===== config.mk =====
export PLATFORM = sky130hd
export DESIGN_NAME = if_fetch_unit
export DESIGN_NICKNAME = d
export VERILOG_FILES = /design/src/rtl/if_fetch_unit.sv
export SDC_FILE = /design/constraint.sdc
export NUM_CORES = 1
export LEC_CHECK = 0
export ABC_AREA = 1
export BUFFER_PORTS_ARGS = -buffer_cell sky130_fd_sc_hd__buf_2
export CAP_MARGIN = 25
export CORE_ASPECT_RATIO = 1.2
export CORE_MARGIN = 2
export CORE_UTILIZATION = 33
export CTS_CLUSTER_DIAMETER = 200
export DETAILED_ROUTE_END_ITERATION = 6
export PLACE_DENSITY = 0.5
export SYNTH_ARGS = -nofsm -noshare
export SYNTH_HDL_FRONTEND = slang
export SYNTH_SLANG_ARGS = --single-unit

===== constraint.sdc =====
create_clock -name clock -period 10.8 [get_ports clock]
set_input_delay 1.08 -clock clock [delete_from_list [all_inputs] [get_ports clock]]
set_output_delay 1.08 -clock clock [all_outputs]
set_load 0.02 [all_outputs]

===== src/rtl/if_fetch_unit.sv =====
// Instruction fetch requester: owns the PC, drives a 1-cycle-latency memory port and delivers
// {pc, instr, valid} through a 1-entry skid buffer with redirect kill and end-of-memory fault.
module if_fetch_unit #(
  parameter logic [31:0] RESET_PC  = 32'h0000_0000,
  parameter int unsigned MEM_BYTES = 128
) (
  input  logic        clock,
  input  logic        reset,
  output logic [31:0] imem_address,
  input  logic [31:0] imem_read_instr,
  input  logic        stall,
  input  logic        redirect_valid,
  input  logic [31:0] redirect_target,
  output logic        if_valid,
  output logic [31:0] if_pc,
  output logic [31:0] if_instr,
  output logic        misaligned,
  output logic        fetch_fault
);

  localparam logic [31:0] LastPc = 32'(MEM_BYTES - 4);

  logic [31:0] r_fetch_pc, w_fetch_pc;
  logic        r_pend_valid, w_pend_valid;
  logic [31:0] r_pend_pc, w_pend_pc;
  logic        r_skid_valid, w_skid_valid;
  logic [31:0] r_skid_pc, w_skid_pc;
  logic [31:0] r_skid_instr, w_skid_instr;
  logic        r_if_valid, w_if_valid;
  logic [31:0] r_if_pc, w_if_pc;
  logic [31:0] r_if_instr, w_if_instr;
  logic        r_misaligned, w_misaligned;
  logic        r_fetch_fault, w_fetch_fault;

  logic w_issue_ok;
  logic w_in_range;
  logic w_issue;

  // Issue is gated by a full skid, which guarantees at most one response in flight.
  assign w_issue_ok = !redirect_valid && !stall && !r_skid_valid && !r_fetch_fault;
  assign w_in_range = (r_fetch_pc <= LastPc);
  assign w_issue    = w_issue_ok && w_in_range;

  always_comb begin
    w_fetch_pc    = r_fetch_pc;
    w_pend_valid  = w_issue;
    w_pend_pc     = r_pend_pc;
    w_skid_valid  = r_skid_valid;
    w_skid_pc     = r_skid_pc;
    w_skid_instr  = r_skid_instr;
    w_if_valid    = r_if_valid;
    w_if_pc       = r_if_pc;
    w_if_instr    = r_if_instr;
    w_misaligned  = 1'b0;
    w_fetch_fault = r_fetch_fault;

    if (w_issue) begin
      w_pend_pc  = r_fetch_pc;
      w_fetch_pc = r_fetch_pc + 32'd4;
    end
    if (w_issue_ok && !w_in_range) begin
      w_fetch_fault = 1'b1;
    end

    if (redirect_valid) begin
      w_if_valid    = 1'b0;
      w_skid_valid  = 1'b0;
      w_pend_valid  = 1'b0;
      w_fetch_pc    = {redirect_target[31:2], 2'b00};
      w_fetch_fault = 1'b0;
      w_misaligned  = |redirect_target[1:0];
    end else if (!r_if_valid || !stall) begin
      if (r_skid_valid) begin
        w_if_valid   = 1'b1;
        w_if_pc      = r_skid_pc;
        w_if_instr   = r_skid_instr;
        w_skid_valid = 1'b0;
      end else if (r_pend_valid) begin
        w_if_valid = 1'b1;
        w_if_pc    = r_pend_pc;
        w_if_instr = imem_read_instr;
      end else begin
        w_if_valid = 1'b0;
      end
    end else if (r_pend_valid) begin
      w_skid_valid = 1'b1;
      w_skid_pc    = r_pend_pc;
      w_skid_instr = imem_read_instr;
    end
  end

  always_ff @(posedge clock or posedge reset) begin
    if (reset) begin
      r_fetch_pc    <= RESET_PC;
      r_pend_valid  <= 1'b0;
      r_pend_pc     <= 32'd0;
      r_skid_valid  <= 1'b0;
      r_skid_pc     <= 32'd0;
      r_skid_instr  <= 32'd0;
      r_if_valid    <= 1'b0;
      r_if_pc       <= 32'd0;
      r_if_instr    <= 32'd0;
      r_misaligned  <= 1'b0;
      r_fetch_fault <= 1'b0;
    end else begin
      r_fetch_pc    <= w_fetch_pc;
      r_pend_valid  <= w_pend_valid;
      r_pend_pc     <= w_pend_pc;
      r_skid_valid  <= w_skid_valid;
      r_skid_pc     <= w_skid_pc;
      r_skid_instr  <= w_skid_instr;
      r_if_valid    <= w_if_valid;
      r_if_pc       <= w_if_pc;
      r_if_instr    <= w_if_instr;
      r_misaligned  <= w_misaligned;
      r_fetch_fault <= w_fetch_fault;
    end
  end

  assign imem_address = r_fetch_pc;
  assign if_valid     = r_if_valid;
  assign if_pc        = r_if_pc;
  assign if_instr     = r_if_instr;
  assign misaligned   = r_misaligned;
  assign fetch_fault  = r_fetch_fault;

endmodule


==> metrics.md, run 1 <==
| Metric | Value |
|---|---|
| Htree depth | 4 |
| Core area | between 20000 and 25000 um^2 |
| DR WL/cell | approximately 13 um |
| Layout cells sized above 1 | between 10% and 20% |
| # Max-Cap Violations | 0 |
| Synth Cell Area | approximately 8000 um^2 |
| Total die area | 25500 um^2 |
| Leakage | 5.10 nW |
| Syn Inst Count | 948 |
| RSZ-0062 raised after global routing | false |
| Total grt overflow | 0 |
| Worst Path Arrival | a little over 3 ns |
| Most frequent cell on the critical path | nand2_1 |
| Sink Count | between 150 and 200 |
| F_max | 373 MHz |
| Maximum vdd drop | around 0.10 mV |
| Initial Utilization | between 30% and 40% |
| Number of global-route vias before repair | around 6000 |
| Row count | between 60 and 70 |
| P_int | between 1 and 1.5 mW |
| Yosys reg bits | about 190 |
| Seq/Total Area, Yosys | roughly 60% |
| CP Max Fanout | 64 |
| Die Height | around 170 um |
| Slew @ Worst Pin | a little over 0.8 ns |
| First DRT Iteration DRCs | 325 |
| Switching Share | about a quarter |
| Clock Power Share | a little over two fifths |
| Synthesis Warnings | 0 |
| Sequential power share | about half |
| WP data required | ~11 ns |
| Clock Skews | 0.0125 ns |
| Routed vias/inst | 4.36 |
| Drt first pass iters | 4 |
| Yosys cell types | 24 |
| Via count | about 6000 |
| Dpl cells | between 1000 and 1500 |
| Hold/Removal Path Class | flop to flop |
| Worst-path cell chain | buf_2 > nor2_2 > nand2_4 > inv_2 > buf_4 > nand2_1 > nand2_1 |
| Inserted Clock Buffers | 17 |
| Post-CTS Hold Buffers | 0 |
| Switching Power | ~0.38 mW |
| # port buffers | 162 |
| ANT cells | 0 |
| Critical Path Start Type | input port |
| Post-CTS Setup Bufs | 0 |
| Largest net degree at the start of global routing | 115 |
| Period Utilization, post-route | between 20% and 30% |
| Initial antenna violation count | 0 |
| Power per cell area | between 150 and 200 nW/um^2 |
| Max transition margin | approximately 45% |
| Slew Limit Fails | 0 |
| Endpoints failing setup | 0 |
| Mean post-synth cell area | between 8 and 9 um^2 |
| First-pass GRT wire length | about 30 mm |
| Status | complete, no violations |
| CP endpoint kind | flop |
| Final Net Count | about 1200 |
| Final hold viol count | 0 |
| Combinational Power Share | between 7 and 8% |
| Die width | ~150 um |
| Largest stage delay on the critical path | about 0.57 ns |
| Aggregate global-route resource usage | 14.5% |
| TNS Setup | 0 ns |
| Final ANT Viol Nets | 0 |
| Slowest CP cell | buf_4 |
| Gates resized, CTS repair | 0 |
| Crit Path Class | input port to flop |
| Synthesis-to-finish area growth | 19.3% |
| Post-layout min period | 2.68 ns |
| Final Non-Filler Cells | between 1000 and 1500 |
| Fillers | between 2000 and 3000 |
| Clk root buf | clkbuf_16 |
| Final WL | between 15 and 20 mm |
| Hpwl dp | ~11 mm |
| I/O pin count | 167 |
| DRC | 0 |
| Final Wtd Congestion | roughly 0.69 |
| Reg clk slew, reported paths | around 0.070 ns |
| Worst-Skew Late Latency | about 0.43 ns |
| Tot Pwr | 1.46 mW |
| CTS max path bufs | 2 |
| CTS tree | yes |
[final cells by class]
class / count / area [um^2] / share of cell area, %
sequential: 189 / 4730 / 49.6
tap: 320 / 400 / 4.20
multi-input combinational: 629 / 2650 / 27.8
inverter: 77 / 297 / 3.11
clock inverter: 13 / 131 / 1.38
timing repair buffer: 168 / 896 / 9.40
clock buffer: 18 / 429 / 4.50
[power by group through the flow]
| stage | clock (mW) | combinational [mW] | sequential, mW |
|---|---|---|---|
| after floorplan | 0 | 0.0461 | 0.775 |
| after CTS | 0.632 | 0.112 | 0.740 |
| after global routing | 0.660 | 0.125 | 0.743 |
| after detailed placement | 0 | 0.112 | 0.754 |
| final | 0.611 | 0.110 | 0.740 |
| after global placement | 0 | 0.112 | 0.755 |
[registers in the layout (all words and copies together), names as in the netlist, 30 cells and up]
name	cells
r_skid_pc	30
imem_address	30
if_pc	30
if_instr	32
r_skid_instr	32
r_pend_pc	30
[worst max-delay path, delay by kind of cell]
kind                   cells  cell delay, ns
AND/OR/NAND/NOR            4            0.85
buffers and inverters      3            1.03
[cell usage after synthesis]
cell type  number  share of area [%]
xnor2_1         1               0.11
inv_2           2              0.094
o21ai_0       128                8.0
xor2_1          3               0.33
dfrtp_1       189                 59
nand2_1       410                 19
nor2_1         42                2.0
nor3b_4         1               0.23
conb_1          1              0.047
buf_4          13                1.2
nand2_4         1               0.14
buf_2          19                1.2
and2_1          1              0.078
nor2_4          1               0.14
o21ai_1         2               0.13
buf_1           4               0.19
nand3_1        30                1.9
inv_1          75                3.5
buf_6           8                1.1
clkbuf_1       12               0.56
ha_1            1               0.16
nor2_2          2               0.16
nand3_4         1               0.22
nand2_2         1              0.078
[metal layers]
| layer | vias to the layer above | part of all wire (%) | global-route usage [%] |
|---|---|---|---|
| met1 | 2846 | 49 | 19.6 |
| met3 | 18 | 4.8 | 3.49 |
| met2 | 131 | 45 | 23.1 |
| met5 | - | 0 | 0 |
| met4 | 0 | 1.3 | 4.37 |
| li1 | 3174 | - | - |
[placed cells by master, fill, tap and decap left out, drive strengths merged]
cell,synthesis,routed
and2,1,1
buf,44,168
bufinv,0,1
clkbuf,12,18
clkinv,0,1
clkinvlp,0,4
conb,1,4
dfrtp,189,189
ha,1,1
inv,77,84
nand2,412,412
nand3,31,31
nor2,45,45
nor3b,1,1
o21ai,130,130
xnor2,1,1
xor2,3,3
[metrics by stage]
stage          hold slack [ns]  cell area, um^2  util (%)  setup slack, ns
6_report                 0.475             9540      39.9             8.12
5_1_grt                  0.499             9540      39.9             7.87
4_1_cts                  0.479             9510      39.8             8.03
3_5_place_dp             0.461             8950      37.4             7.58
3_3_place_gp             0.459             8920      37.3             7.61
2_1_floorplan            0.449             8010         -             4.58
[path summary, 6_finish.rpt]
path | start | end | slack [ns] | cells after the start
min | if_pc[24]$_DFFE_PP0P_ | if_pc[24]$_DFFE_PP0P_ | 0.47 | 2
min reg2reg | if_pc[24]$_DFFE_PP0P_ | if_pc[24]$_DFFE_PP0P_ | 0.47 | 2
max | redirect_valid | if_pc[23]$_DFFE_PP0P_ | 8.12 | 7
max in group asynchronous | reset | r_skid_valid$_DFFE_PP0P_ | 8.85 | 4
min in group asynchronous | reset | imem_address[17]$_DFFE_PP0P_ | 0.78 | 2
max reg2reg | r_skid_valid$_DFFE_PP0P_ | if_pc[23]$_DFFE_PP0P_ | 8.46 | 7
[cells by family (layout without fill, tap and decap cells)]
family                     Yosys count  count (layout)  synth area share, %
AOI/OAI and AO/OA                  130             130                 8.14
xor gates and xnor gates             4               4                0.438
and+or+nand+nor                    490             490                 24.2
adders and majority gates            1               1                0.156
buffers and inverters              133             276                 7.90
DFF                                189             189                 59.2
other                                1               4               0.0469
(Power assumes the default switching activity.)
==> run 2, diff against run 1 <==
ABC_AREA = 0   (was 1)
PLACE_DENSITY = 0.52   (was 0.5)
clock period = 2.35 ns   (was 10.8 ns; I/O delays follow)
==> metrics.md, run 2 <==
| Metric | Value |
|---|---|
| Status | complete, no violations |
| Slowest CP cell | and4_1 |
| Grt met2 use | roughly a quarter |
| Total die area | roughly 24000 um^2 |
| RR Startpoint | imem_address[26]$_DFFE_PP0P_ |
| Period Utilization, post-route | between 80 and 90% |
| ANT cells | 0 |
| Gates resized, CTS repair | 0 |
| Worst Path Arrival | between 2 and 2.5 ns |
| Clock Skews | around 0.014 ns |
| Worst-Skew Late Latency | 0.43 ns |
| Mux contribution to synthesized area | a little over a fifth |
| CP bufs+invs | 0 |
| Simple-gate share of the synthesized area | approximately 7.7% |
| Synth top area cells | dfrtp_1, mux2_2, mux2i_1 |
| Initial Utilization | roughly 34% |
| DR WL/cell | around 15 um |
| Hold/Removal Path Class | input port to flop |
| Crit Path Class | flop to flop |
| Final Net Count | a little over 800 |
| Xor and xnor fraction of the mapped netlist area | 0% |
| Aggregate global-route resource usage | between 10 and 15% |
| EDFF count, synth | 0 |
| M1 GR Usage | between 10% and 20% |
| Power per cell area | between 700 and 800 nW/um^2 |
| Drt first pass iters | 4 |
| Synth top area share | between 60 and 70% |
| Syn Inst Count | a little under 600 |
| Slew @ Worst Pin | ~0.67 ns |
| Synthesis Warnings | 0 |
| Die Height | approximately 170 um |
| First-pass GRT wire length | ~27 mm |
| Die width | 143 um |
| Final ANT Viol Nets | 0 |
| Main synth FF type | dfrtp_1 |
| Total grt overflow | 0 |
| CTS tree | yes |
| Sink Count | 189 |
| Via count | 4968 |
| Htree depth | 4 |
| Layout cells sized above 1 | 40.1% |
| Mean post-synth cell area | 13.0 um^2 |
| Hold Crit Start | redirect_target[1] |
| Synth Cell Area | roughly 7600 um^2 |
| CP endpoint kind | flop |
| Compound-gate portion of the synthesized area | under 10% |
| # Max-Cap Violations | 0 |
| TNS Setup | 0 ns |
| Met3 Track Usage GR | under 10% |
| Endpoints failing setup | 0 |
| Clk root buf | clkbuf_16 |
| Maximum vdd drop | roughly 0.5 mV |
| Post-synth top cells | dfrtp_1, mux2_2, nor2_1 |
| CTS max path bufs | 2 |
| Largest family of logic cells by synthesized area | multiplexers |
| Slew Limit Fails | 0 |
| Worst-path cell chain | nor4_1 > and4_1 > and2_2 > mux2_2 |
| I/O pin count | roughly 170 |
| Async set-reset flop share out of synthesis | 100% |
| Final WL | 16.1 mm |
| Final Wtd Congestion | around 0.7 |
| Largest stage delay on the critical path | 0.40 ns |
| Final hold viol count | 0 |
| Initial antenna violation count | 0 |
| Leading cell type in the layout, fill and taps excluded | dfrtp_1 |
| Yosys cell types | 33 |
| Number of global-route vias before repair | slightly above 5000 |
| Hpwl dp | 10.9 mm |
| F_max | approximately 500 MHz |
| Synth Area in Adders | less than 1% |
| DRC | 0 |
| Max transition margin | between 50% and 60% |
| Seq/Total Area, Yosys | roughly three fifths |
| Reg clk slew, reported paths | 0.07 ns |
| GRT busiest layer | met2 |
| CP delay by family, top | simple AND/OR/NAND/NOR gates |
| Most frequent cell after synthesis | dfrtp_1 |
| Leakage | around 4.5 nW |
| CP Max Fanout | 11 |
| Core area | 22600 um^2 |
| Commonest cells after routing, fill and taps aside | dfrtp_1, buf_2, mux2_2 |
| Critical Path Start | imem_address[26]$_DFFE_PP0P_ |
| Post-layout min period | roughly 2 ns |
| Largest net degree at the start of global routing | 75 |
| WP data required | approximately 2.7 ns |
| Inserted Clock Buffers | 17 |
| Row count | 60 |
| Synthesis-to-finish area growth | 24.6% |
| Yosys reg bits | 189 |
| RSZ-0062 raised after global routing | false |
| Critical Path Start Type | flop |
| First DRT Iteration DRCs | 176 |
| Largest area contributor in the netlist | dfrtp_1 |
| # port buffers | 162 |
| Routed vias/inst | 4.63 |
| Tot Pwr | about 7 mW |
run 2: final cells by class:
| cell class | instances | area, um^2 |
|---|---|---|
| Sequential cell | 189 | 4730 |
| Fill cell | 2168 | 13100 |
| Multi-Input combinational cell | 356 | 2700 |
| Inverter | 4 | 18.8 |
| Clock buffer | 19 | 443 |
| Timing Repair Buffer | 182 | 1050 |
| Tap cell | 310 | 388 |
| Clock inverter | 13 | 178 |
run 2: cells by family after synthesis:
family | after synthesis
adders and majority gates | 1
other | 1
DFF | 189
and+or+nand+nor | 121
buffers and inverters | 45
muxes | 153
AOI/OAI and AO/OA | 77
run 2: routing by layer:
layer  share of wire (%)  vias to the layer above
li1                    -                     2352
met1                  44                     2469
met2                  49                      131
met3                 5.2                       16
met4                 1.5                        0
met5                   0                        -
run 2: what timing repair did:
item                       CTS  global route
setup buffers                0             0
hold endpoints to repair    21             0
hold buffers                 2             0
setup endpoints to repair    0             0
run 2: where the power goes:
part	switching (mW)	internal, mW	total (mW)	leakage [nW]
Sequential	0.0806	3.37	3.45	2.45
Combinational	0.363	0.228	0.591	1.79
Clock	1.29	1.73	3.02	0.303
run 2: final timing paths:
path | endpoint | slack (ns) | cells after the start
min in group asynchronous | imem_address[26]$_DFFE_PP0P_ | 0.47 | 3
max reg2reg | r_pend_pc[2]$_DFFE_PP0P_ | 0.35 | 4
min | misaligned$_DFF_PP0_ | 0.03 | 2
min reg2reg | r_skid_pc[14]$_DFFE_PP0P_ | 0.50 | 1
max | r_pend_pc[2]$_DFFE_PP0P_ | 0.35 | 4
max in group asynchronous | r_skid_pc[3]$_DFFE_PP0P_ | 1.18 | 4
run 2: metrics by stage:
| stage | utilization, % | cells | instance area (um^2) | worst slack (ns) | hold WS [ns] |
|---|---|---|---|---|---|
| after floorplan | - | 590 | 7650 | -0.319 | 0.352 |
| after global placement | 39.1 | 1038 | 8840 | 0.407 | 0.373 |
| after detailed placement | 39.2 | 1039 | 8870 | 0.333 | 0.383 |
| after CTS | 42.1 | 1073 | 9510 | 0.310 | 0.00485 |
| after global routing | 42.1 | 1073 | 9510 | 0.165 | 0.0122 |
| final | 42.1 | 1073 | 9510 | 0.350 | 0.0314 |
